`src/rtl/uart_pkg.sv`:
```
// ---------------------------------------------------------------------------
// uart_pkg
// Shared definitions for the UART transmit scheduler: the 3-bit FSM state
// encoding, the default FIFO depth and a small state classification helper.
// Kept as plain localparam constants so the encoding stays fixed for older
// blocks that compare state values directly.
// ---------------------------------------------------------------------------
package uart_pkg;

    localparam int UART_DEPTH_DEFAULT = 64;
    localparam int STATE_W            = 3;

    localparam logic [STATE_W-1:0] ST_IDLE  = 3'd0;
    localparam logic [STATE_W-1:0] ST_FETCH = 3'd1;
    localparam logic [STATE_W-1:0] ST_LATCH = 3'd2;
    localparam logic [STATE_W-1:0] ST_SEND  = 3'd3;
    localparam logic [STATE_W-1:0] ST_HOLD  = 3'd4;
    localparam logic [STATE_W-1:0] ST_DRAIN = 3'd5;

    // True while a word has been pulled from the FIFO (or is about to be)
    // and must be carried through to the transmitter before anything else.
    function automatic logic in_flight(input logic [STATE_W-1:0] s);
        return (s == ST_FETCH) || (s == ST_LATCH) ||
               (s == ST_SEND)  || (s == ST_HOLD);
    endfunction

endpackage

```
`src/rtl/uart_tx_sched.sv`:
```
// ---------------------------------------------------------------------------
// uart_tx_sched
// Scheduler sitting between a host write port, an external FIFO and a UART
// transmitter. It guards the FIFO against overflow, tracks its occupancy,
// pulls one word per frame and hands it to the transmitter with a single
// tx_start pulse. A flush request discards everything queued.
//
// Ports
//   CLK, RST          single rising-edge clock, synchronous active-high reset
//   wr_valid/wr_data  host word offered; wr_ready says it can be taken
//   fifo_w_enable/    FIFO write strobe and data (combinational from host)
//   fifo_w_data
//   fifo_r_enable     FIFO read strobe; fifo_r_data is valid one cycle later
//   fifo_r_data
//   tx_busy           transmitter is shifting a frame
//   tx_start/tx_data  one-cycle start pulse and the word to transmit
//   tx_en             permits starting new fetches
//   flush             discard all queued words
//   occ/empty/full    FIFO occupancy and its flags
//   idle              FSM idle with nothing queued
//
// The FIFO itself lives in the parent and must share RST with this block so
// that its pointers and occ are cleared together.
// ---------------------------------------------------------------------------
module uart_tx_sched
    import uart_pkg::*;
#(
    parameter int DATA_WIDTH = 8,
    parameter int ADDR_WIDTH = 8,
    parameter int DEPTH      = UART_DEPTH_DEFAULT
) (
    input  logic                  CLK,
    input  logic                  RST,
    input  logic                  wr_valid,
    input  logic [DATA_WIDTH-1:0] wr_data,
    output logic                  wr_ready,
    output logic                  fifo_w_enable,
    output logic [DATA_WIDTH-1:0] fifo_w_data,
    output logic                  fifo_r_enable,
    input  logic [DATA_WIDTH-1:0] fifo_r_data,
    input  logic                  tx_busy,
    output logic                  tx_start,
    output logic [DATA_WIDTH-1:0] tx_data,
    input  logic                  tx_en,
    input  logic                  flush,
    output logic [ADDR_WIDTH:0]   occ,
    output logic                  empty,
    output logic                  full,
    output logic                  idle
);

    typedef logic [ADDR_WIDTH:0] occ_t;

    localparam occ_t DEPTH_C = occ_t'(DEPTH);
    localparam occ_t ONE_C   = occ_t'(1);

    logic [STATE_W-1:0] state;
    logic [STATE_W-1:0] state_nxt;
    occ_t               occ_r;
    logic               occ_zero;
    logic               flushing;
    logic               accept;
    logic               rd_en;
    logic               start;
    logic               flush_pend;

    assign occ_zero = (occ_r == '0);
    assign flushing = (state == ST_DRAIN);

    // Host side: a write is only taken when the FIFO has room and no drain is
    // running. Reset forces the handshake closed so nothing lands in a FIFO
    // whose pointers are being cleared on the same edge.
    assign full          = (occ_r == DEPTH_C);
    assign empty         = occ_zero;
    assign wr_ready      = !RST && !full && !flushing;
    assign accept        = wr_valid && wr_ready;
    assign fifo_w_enable = accept;
    assign fifo_w_data   = wr_data;

    assign occ  = occ_r;
    assign idle = (state == ST_IDLE) && occ_zero;

    assign fifo_r_enable = rd_en;
    assign tx_start      = start;

    // Next-state and strobe decode. Reads are additionally gated by occ so a
    // read can never be issued against an empty FIFO.
    always_comb begin
        state_nxt = state;
        rd_en     = 1'b0;
        start     = 1'b0;
        case (state)
            ST_IDLE: begin
                if (!occ_zero) begin
                    if (flush || flush_pend) begin
                        state_nxt = ST_DRAIN;
                    end else if (tx_en) begin
                        state_nxt = ST_FETCH;
                    end
                end
            end
            ST_FETCH: begin
                rd_en     = !occ_zero;
                state_nxt = ST_LATCH;
            end
            ST_LATCH: begin
                state_nxt = ST_SEND;
            end
            ST_SEND: begin
                start = !tx_busy;
                if (!tx_busy) begin
                    state_nxt = ST_HOLD;
                end
            end
            ST_HOLD: begin
                // Gives the transmitter one edge to raise tx_busy before the
                // next fetch can reach SEND.
                state_nxt = ST_IDLE;
            end
            ST_DRAIN: begin
                rd_en = !occ_zero;
                // Writes are blocked here, so occ only falls; leave as the
                // last entry is read out.
                if (occ_r <= ONE_C) begin
                    state_nxt = ST_IDLE;
                end
            end
            default: begin
                state_nxt = ST_IDLE;
            end
        endcase
        if (RST) begin
            state_nxt = ST_IDLE;
            rd_en     = 1'b0;
            start     = 1'b0;
        end
    end

    // State, occupancy and output data registers.
    always_ff @(posedge CLK) begin
        if (RST) begin
            state      <= ST_IDLE;
            occ_r      <= '0;
            tx_data    <= '0;
            flush_pend <= 1'b0;
        end else begin
            state <= state_nxt;

            // Accept and read on the same edge cancel out.
            case ({accept, rd_en})
                2'b10:   occ_r <= occ_r + ONE_C;
                2'b01:   occ_r <= occ_r - ONE_C;
                default: occ_r <= occ_r;
            endcase

            // fifo_r_data answers the FETCH read during LATCH.
            if (state == ST_LATCH) begin
                tx_data <= fifo_r_data;
            end

            // A flush seen while a word is in flight is remembered until the
            // FSM is back in IDLE, where it is acted on.
            if (in_flight(state)) begin
                if (flush) begin
                    flush_pend <= 1'b1;
                end
            end else begin
                flush_pend <= 1'b0;
            end
        end
    end

endmodule

```
`config.mk`:
```
export PLATFORM = sky130hd
export DESIGN_NAME = uart_tx_sched
export DESIGN_NICKNAME = d
export VERILOG_FILES = /design/src/rtl/uart_pkg.sv /design/src/rtl/uart_tx_sched.sv
export SDC_FILE = /design/constraint.sdc
export NUM_CORES = 1
export LEC_CHECK = 0
export ABC_AREA = 0
export CAP_MARGIN = 20
export CORE_AREA = 2 2 50 86
export CTS_CLUSTER_DIAMETER = 50
export DETAILED_ROUTE_END_ITERATION = 8
export DIE_AREA = 0 0 52 88
export PLACE_DENSITY = 0.65
export SLEW_MARGIN = 40
export SYNTH_ARGS = -nofsm -noshare
export SYNTH_HDL_FRONTEND = slang
export SYNTH_SLANG_ARGS = --single-unit
```
`constraint.sdc`:
```
create_clock -name CLK -period 3.85 [get_ports CLK]
set_clock_uncertainty 0.05 [all_clocks]
set_input_delay 0.5775 -clock CLK [delete_from_list [all_inputs] [get_ports CLK]]
set_output_delay 0.5775 -clock CLK [all_outputs]
set_load 0.05 [all_outputs]
```
# Word level (Yosys, flattened, before mapping)
# Index checks and enable logic that the tools add are counted.
# op_classes
add_sub_neg	2
mul	0
n_div	0
order_cmp	1
eq_ne	12
shift	0
mux	11
bitwise	1
n_reduce_logical	19
# op_table
op	count
9-bit one-hot mux with 2 select lines	1
3-bit 2-to-1 mux	5
3-bit one-hot mux with 5 select lines	1
9-bit by 1-bit adder with 9-bit output (second input constant)	1
9-bit by 7-bit equality test with 1-bit output (second input constant)	1
9-bit by 1-bit less-or-equal comparator with 1-bit output (second input constant)	1
9-bit logical NOT	1
9-bit by 1-bit subtractor with 9-bit output (second input constant)	1
3-bit by 2-bit equality test with 1-bit output (second input constant)	2
3-bit equality test (second input constant)	2
1-bit logical NOT	5
1-bit logical AND	4
1-bit logical OR	4
1-bit 2-to-1 mux	4
2-bit != test (second input constant)	2
4-bit AND reduction	1
2-bit OR reduction	2
3-bit by 1-bit equality test with 1-bit output (second input constant)	1
3-bit logical NOT	1
3-bit by 2-bit != test with 1-bit output (second input constant)	1
2-bit by 1-bit equality test with 1-bit output (second input constant)	1
2-bit equality test (second input constant)	1
2-bit by 1-bit != test with 1-bit output (second input constant)	1
2-bit nonzero test	1
1-bit NOT	1
# totals
reg_bits	21
latchBits	0
ram_bits	0
romBits	0
inputBits	22
out_inout_bits	32
elab_cells	50
n_memories	0

# Longest topological paths before layout
# Gate-level depths: netlist (run 1).
# logic_depth
word_depth	7
ltp_mapped	11
ltp_nobuf	10

# Worst setup path after synthesis (run 1)
# OpenSTA, ideal clock, no wires.
# synth_path
path_kind	register to register
startpoint	register occ_r[0], in the netlist occ[0]
endpoint	register occ_r[5], in the netlist occ[5]
setup_time_ns	0.123
t_arrival_ns	4.447
t_required_ns	3.677
setup_slack_ns	-0.770
path_stages_with_launch	12
path_buffers	2
synth_period_minus_slack_ns	4.620
cell_sequence	dfxtp_1 -> inv_1 -> ha_1 -> and3_1 -> buf_2 -> nor4b_1 -> ha_1 -> buf_2 -> and4b_1 -> nand3_1 -> a21oi_1 -> mux2_1
# synth_via
word_cells_on_any_way	15
cone_classes	2 x add/sub; 3 x eq/ne; 3 x mux; 7 x reduce/logical
# synth_rtl
element	line_no	text
from (decl)	uart_tx_sched.sv:59	occ_t occ_r;
from (signal assigned)	uart_tx_sched.sv:151	2'b10: occ_r <= occ_r + ONE_C;
from (signal assigned)	uart_tx_sched.sv:152	2'b01: occ_r <= occ_r - ONE_C;
from (signal assigned)	uart_tx_sched.sv:153	default: occ_r <= occ_r;
9-bit logical NOT (*)	uart_tx_sched.sv:67	assign occ_zero = (occ_r == '0);
named net empty	uart_tx_sched.sv:47	output logic empty,
1-bit logical NOT (*)	uart_tx_sched.sv:103, uart_tx_sched.sv:121	
1-bit 2-to-1 mux (*)	-	
1-bit 2-to-1 mux (*)	uart_tx_sched.sv:132	if (RST) begin
named net fifo_r_enable	uart_tx_sched.sv:39	output logic fifo_r_enable,
2-bit by 1-bit equality test with 1-bit output / 2-bit equality test (equally long branches)	uart_tx_sched.sv:150	case ({accept, rd_en})
9-bit one-hot mux with 2 select lines / 2-bit nonzero test (equally long branches)	-	
# The timed path passes the listed nets; every way through them passes the cells marked *.
# A chain may end at the register's enable or synchronous reset.

# Final worst setup path (run 1)
# layout_path
startpoint	register occ_r[0], in the netlist occ[0]
endpoint	output fifo_w_enable
# layout_via
elab_chain_len	5
# layout_lines
element	line_no	text
9-bit by 7-bit equality test with 1-bit output	uart_tx_sched.sv:73	assign full = (occ_r == DEPTH_C);
1-bit logical NOT	uart_tx_sched.sv:75	assign wr_ready = !RST && !full && !flushing;
1-bit logical AND (2 in series)	uart_tx_sched.sv:75	
1-bit logical AND	uart_tx_sched.sv:76	assign accept = wr_valid && wr_ready;
to (decl)	uart_tx_sched.sv:37	output logic fifo_w_enable,
# No other way between the ends.

==> out/metrics.yaml, run 1 <==
worst_setup_path:
  crit_path_end_kind: "output port"
  cp-start-kind: "flop"
  reg2reg_from: "occ[0]"
  ff2ff_setup_slack_ns: 0.91
  arrival_ns: 2.52
  cp.required_ns: 3.22
  r2r_cells: 9
  cp_slowest_cell: "clkdlybuf4s50_1"
  path_class: "reg2out"
  r2r-end: "occ[7]"
  cp_max_fo: 8
  crit_buf_inv: 2
  crit_family: "buffers and inverters"
  cp_cell_sequence: "inv_1, ha_1, and4_1, nor3b_2, and2_1, clkdlybuf4s50_1"
  crit_path_max_incr_delay_ns: 0.79
yosys:
  synth_top_area_share: 0.322
  async_reset_ff_frac: 0
  ys_seq_elements: 21
  synth_cell_types: 45
  yosys_warnings: 0
  syn_nets: 187
  avgSynthCellArea_um2: 8.16
  ys_seq_area_frac: 0.322
  synth_enable_flop_cells: 0
  syn_inst: 160
  syn_area_mm2: 0.00131
  synthFlopType: "dfxtp_1"
  synth_area_leaders: "dfxtp_1, nand2_1, a21oi_1"
  yosysTopAreaCell: "dfxtp_1"
grt:
  grtUsageTotal: 0.137
  met1_usage: 0.149
  antenna_found_initial: 0
  grt.busiest_layer: "met2"
  grt_pass1_vias: 1064
  use_met3: 0.0119
  grt_max_degree: 22
  grt_pass1_wl_um: 4770
  grt_use_met2: 0.252
  grt-ovfl-total: 0
placed_design:
  gp_congestion: 0.848
  dp_cells: 225
  dp_hpwl_um: 2290
  port-buffer-count: 37
die:
  rows: 30
  coreArea_mm2: 0.00387
  die_h_um: 88
  ioPinCount: 54
  dieWidth_um: 52
  initial_utilization: 0.338
  dieArea_mm2: 0.00458
route:
  drc: 0
  vias: 1151
  drt_iter0_markers: 9
  viasPerCell: 5.03
  postRouteAntennaNets: 0
  drt-wirelength-per-cell_um: 13.3
  drt-total-wl_um: 3050
  dr.pass1.iters: 4
status:
  outcome: "complete, no violations"
min_path:
  hold_depth: 2
  hold_start: "tx_data[0]"
  min_to: "tx_data[0]"
  worstHoldPathType: "reg2reg"
sta:
  setup_viol: 0
  rsz0062_at_grt: "no"
  fmax_mhz: 318
  fin_setup_tns_ns: 0
  fin_crit_ns: 3.14
  slew_viol_final: 0
  relSlewSlack: 0.658
  worst_pin_slew_ns: 0.511
  fin_crit_sh: 0.817
  hold_viol_final: 0
final_layout:
  layout_commonest_cell: "clkdlybuf4s50_1"
  area_delta_synth_final_pct: 28.3
  drive_gt1_frac: 0.0718
  num-fill-cells: 405
  mostFrequentLayoutCells: "clkdlybuf4s50_1, nand2_1, dfxtp_1"
  antennaDiodeCount: 0
  fin_nets: 209
  final_cell_count_no_fill: 229
clock_network:
  cts_buffers: 3
  cts_tree: "built"
  clock_latency_ns: 0.26
  cts_setup_buffers: 0
  hold_buffers: 0
  cts_resized: 0
  path_clk_slew_ns: 0.08
  cts_num_sinks: 21
  clk_path_buf_depth: 2
  htreeDepth: 1
  cts.root.buffer_cell: "clkbuf_8"
power_and_ir_drop:
  p_leak_nw: 0.609
  peakVddDrop_v: 0.000138
  power_density_mw_per_mm2: 408
run:
  maxCapViolations: 0
## how the worst max path moves through the flow
stage,startpoint,end,slack (ns),cells after the start
floorplan,occ[0],occ[5],0.05,11
global placement,RST,tx_start,0.83,3
detailed placement,RST,occ[7],0.77,7
CTS,occ[0],fifo_w_enable,0.68,6
global route,occ[0],fifo_w_enable,0.53,6
finish,occ[0],fifo_w_enable,0.71,6
## cells by family (layout without fill, tap and decap cells)
group / after synthesis / after routing / synth area share
AND/OR/NAND/NOR: 73 / 73 / 0.319
AO/OA/AOI/OAI: 29 / 29 / 0.149
buffers and inverters: 24 / 45 / 0.102
flip-flops: 21 / 21 / 0.322
adder cells (fa/ha/maj): 5 / 5 / 0.0479
XOR/XNOR: 4 / 4 / 0.0268
multiplexers: 4 / 4 / 0.0335
## flip-flops by register name, indices dropped and copies added (netlist names)
| name | flops |
|---|---|
| occ | 9 |
| tx_data | 8 |
| state | 3 |
| flush_pend | 1 |
## cell type report
class	instances	area [µm²]	area share
clock buffer	3	41.3	0.0246
clock inverter	1	5.00	0.00299
multi-input combinational	115	759	0.453
inverter	3	11.3	0.00672
timing repair buffer	38	378	0.226
sequential	21	420	0.251
tap	48	60.1	0.0358
## worst reg2reg max path, stage by stage, from the launching register on
cell     delay, ns
dfxtp_1       0.53
inv_1         0.11
ha_1          0.24
and3_1        0.22
nor4b_2       0.28
ha_1          0.45
nor4b_2       0.37
a22oi_1       0.15
or3_1         0.32
a21oi_1       0.15
## report_power, final
group / leakage, nW / internal (mW) / switching (mW)
Combinational: 0.413 / 0.101 / 0.164
Sequential: 0.170 / 0.239 / 0.0311
Clock: 0.0255 / 0.0722 / 0.0759
## stage by stage
stage	hold slack [ns]	total power [mW]	setup WS, ns	cell area [µm²]	util
6_report	0.405	0.684	0.706	1680	0.433
5_1_grt	0.427	0.724	0.527	1680	0.433
4_1_cts	0.411	0.690	0.676	1680	0.433
3_5_place_dp	0.400	0.543	0.768	1630	0.421
3_3_place_gp	0.391	0.541	0.834	1630	0.421
2_1_floorplan	0.436	0.485	0.0501	1310	-
## cell usage after synthesis, types with 2 or more instances
master	instances
a211oi_1	2
a21oi_1	13
and2_1	3
and3_1	2
and4_1	2
buf_2	4
buf_4	8
clkbuf_1	8
dfxtp_1	21
ha_1	5
inv_1	3
mux2_1	3
nand2_1	21
nand3_1	2
nand3b_1	2
nor2_1	16
nor2b_1	4
nor3_1	5
nor4_1	2
nor4b_1	2
o21ai_0	5
or3_1	2
xor2_1	3
## metal layers
layer,vias to the layer above,routed length [µm]
met4,0,44
li1,593,-
met3,4,112
met2,23,1600
met5,-,0
met1,531,1290
Note: power is estimated with default switching activity, not from simulation.
==> run 2: changes to the inputs <==
--- a/config.mk
+++ b/config.mk
@@ -11,7 +11,7 @@
 export CTS_CLUSTER_DIAMETER = 50
 export DETAILED_ROUTE_END_ITERATION = 8
 export DIE_AREA = 0 0 52 88
-export PLACE_DENSITY = 0.65
+export PLACE_DENSITY = 0.68
 export SLEW_MARGIN = 40
 export SYNTH_ARGS = -nofsm -noshare
 export SYNTH_HDL_FRONTEND = slang
==> constraint.sdc (replaced) <==
create_clock -name CLK -period 2.7 [get_ports CLK]
set_clock_uncertainty 0.05 [all_clocks]
set_input_delay 0.405 -clock CLK [delete_from_list [all_inputs] [get_ports CLK]]
set_output_delay 0.405 -clock CLK [all_outputs]
set_load 0.05 [all_outputs]
==> run 2 against run 1 <==
- via count grew 3.1%
- worst hold slack gained 0.00058 ns
- critical path depth shrank 3
- clock power grew 39%
- sequential share of layout area shrank 0.83 points
- critical endpoint is now empty
- highest routed layer unchanged
==> out/metrics.yaml, run 2 (synthesis gave the netlist of run 1 again) <==
die:
  coreArea_mm2: 0.00387
  initial_utilization: 0.338
  rows: 30
  dieArea_mm2: 0.00458
  dieWidth_um: 52
  die_h_um: 88
  ioPinCount: 54
power_and_ir_drop:
  power.total_mw: 1.01
  peakVddDrop_v: 0.000307
  p_leak_nw: 0.665
  power_density_mw_per_mm2: 552
status:
  outcome: "complete, no violations"
final_layout:
  drive_gt1_frac: 0.216
  largest_reg_flops: 9
  antennaDiodeCount: 0
  area_delta_synth_final_pct: 40.1
  mostFrequentLayoutCells: "clkdlybuf4s50_1, nand2_1, nor2_1"
  layout_commonest_cell: "clkdlybuf4s50_1"
  final_cell_count_no_fill: 233
  utilization: 0.473
  fin_nets: 213
  fin_area_mm2: 0.00183
clock_network:
  cts_resized: 0
  htreeDepth: 1
  cts_num_sinks: 21
  cts_setup_buffers: 0
  hold_buffers: 0
  clk_path_buf_depth: 2
  cts_buffers: 3
  cts_tree: "built"
  cts.root.buffer_cell: "clkbuf_8"
  path_clk_slew_ns: 0.08
  clock_latency_ns: 0.26
route:
  vias: 1187
  drt-wirelength-per-cell_um: 13.2
  dr.pass1.iters: 4
  drt-total-wl_um: 3070
  viasPerCell: 5.09
  drt_iter0_markers: 18
  postRouteAntennaNets: 0
  drc: 0
sta:
  fin_crit_sh: 0.932
  setup_viol: 0
  relSlewSlack: 0.661
  rsz0062_at_grt: "no"
  worst_pin_slew_ns: 0.506
  fin_setup_tns_ns: 0
  fmax_mhz: 397
  setup_ws_ns: 0.182
  whs_ns: 0.405
  hold_viol_final: 0
  slew_viol_final: 0
  fin_crit_ns: 2.52
worst_setup_path:
  cp_max_fo: 10
  ff2ff_setup_slack_ns: 0.23
  arrival_ns: 2.06
  cp.required_ns: 2.25
  path_class: "reg2out"
  cp-start-kind: "flop"
  crit_path_end_kind: "output port"
placed_design:
  place_area_mm2: 0.00178
  dp_cells: 229
  gp_congestion: 0.859
  dp_hpwl_um: 2330
  port-buffer-count: 37
  dpl_worst_slack_ns: 0.102
grt:
  antenna_found_initial: 0
  grt_max_degree: 26
  grt_pass1_wl_um: 5290
  grt_pass1_vias: 1217
  grt-ovfl-total: 0
  grtUsageTotal: 0.148
min_path:
  worstHoldPathType: "reg2reg"
run:
  maxCapViolations: 0
[run 2: metal layers]
| layer | part of all wire | up-vias | GRT usage |
|---|---|---|---|
| met3 | 0.056 | 4 | 0.0205 |
| met5 | 0 | - | 0 |
| met1 | 0.40 | 549 | 0.161 |
| met4 | 0.017 | 0 | 0.0646 |
| met2 | 0.53 | 32 | 0.275 |
| li1 | - | 602 | - |
[run 2: worst max-delay path, stage by stage (launching register included)]
cell and delay [ns]:
dfxtp_4 0.39, nor4_4 0.32, and3_4 0.28, clkdlybuf4s50_1 0.81
[run 2: final timing paths]
path         startpoint    endpoint  cells past startpoint
min reg2reg  tx_data[6]  tx_data[6]                      2
max reg2reg      occ[0]      occ[5]                      9
min          tx_data[6]  tx_data[6]                      2
max              occ[4]       empty                      3
[run 2: power breakdown]
| group | internal, mW | switching, mW | leakage [nW] |
|---|---|---|---|
| Combinational | 0.169 | 0.252 | 0.463 |
| Sequential | 0.340 | 0.0436 | 0.176 |
| Clock | 0.103 | 0.104 | 0.0255 |
[run 2: cell type report]
cell class              instances  area (µm²)
fillers                       404        2040
multi-input cells             115         821
repair buffers                 42         445
flip-flops and latches         21         444
well taps                      48        60.1
clock buffers                   3        41.3
inverters                       3        13.8
clock inverters                 1        5.00
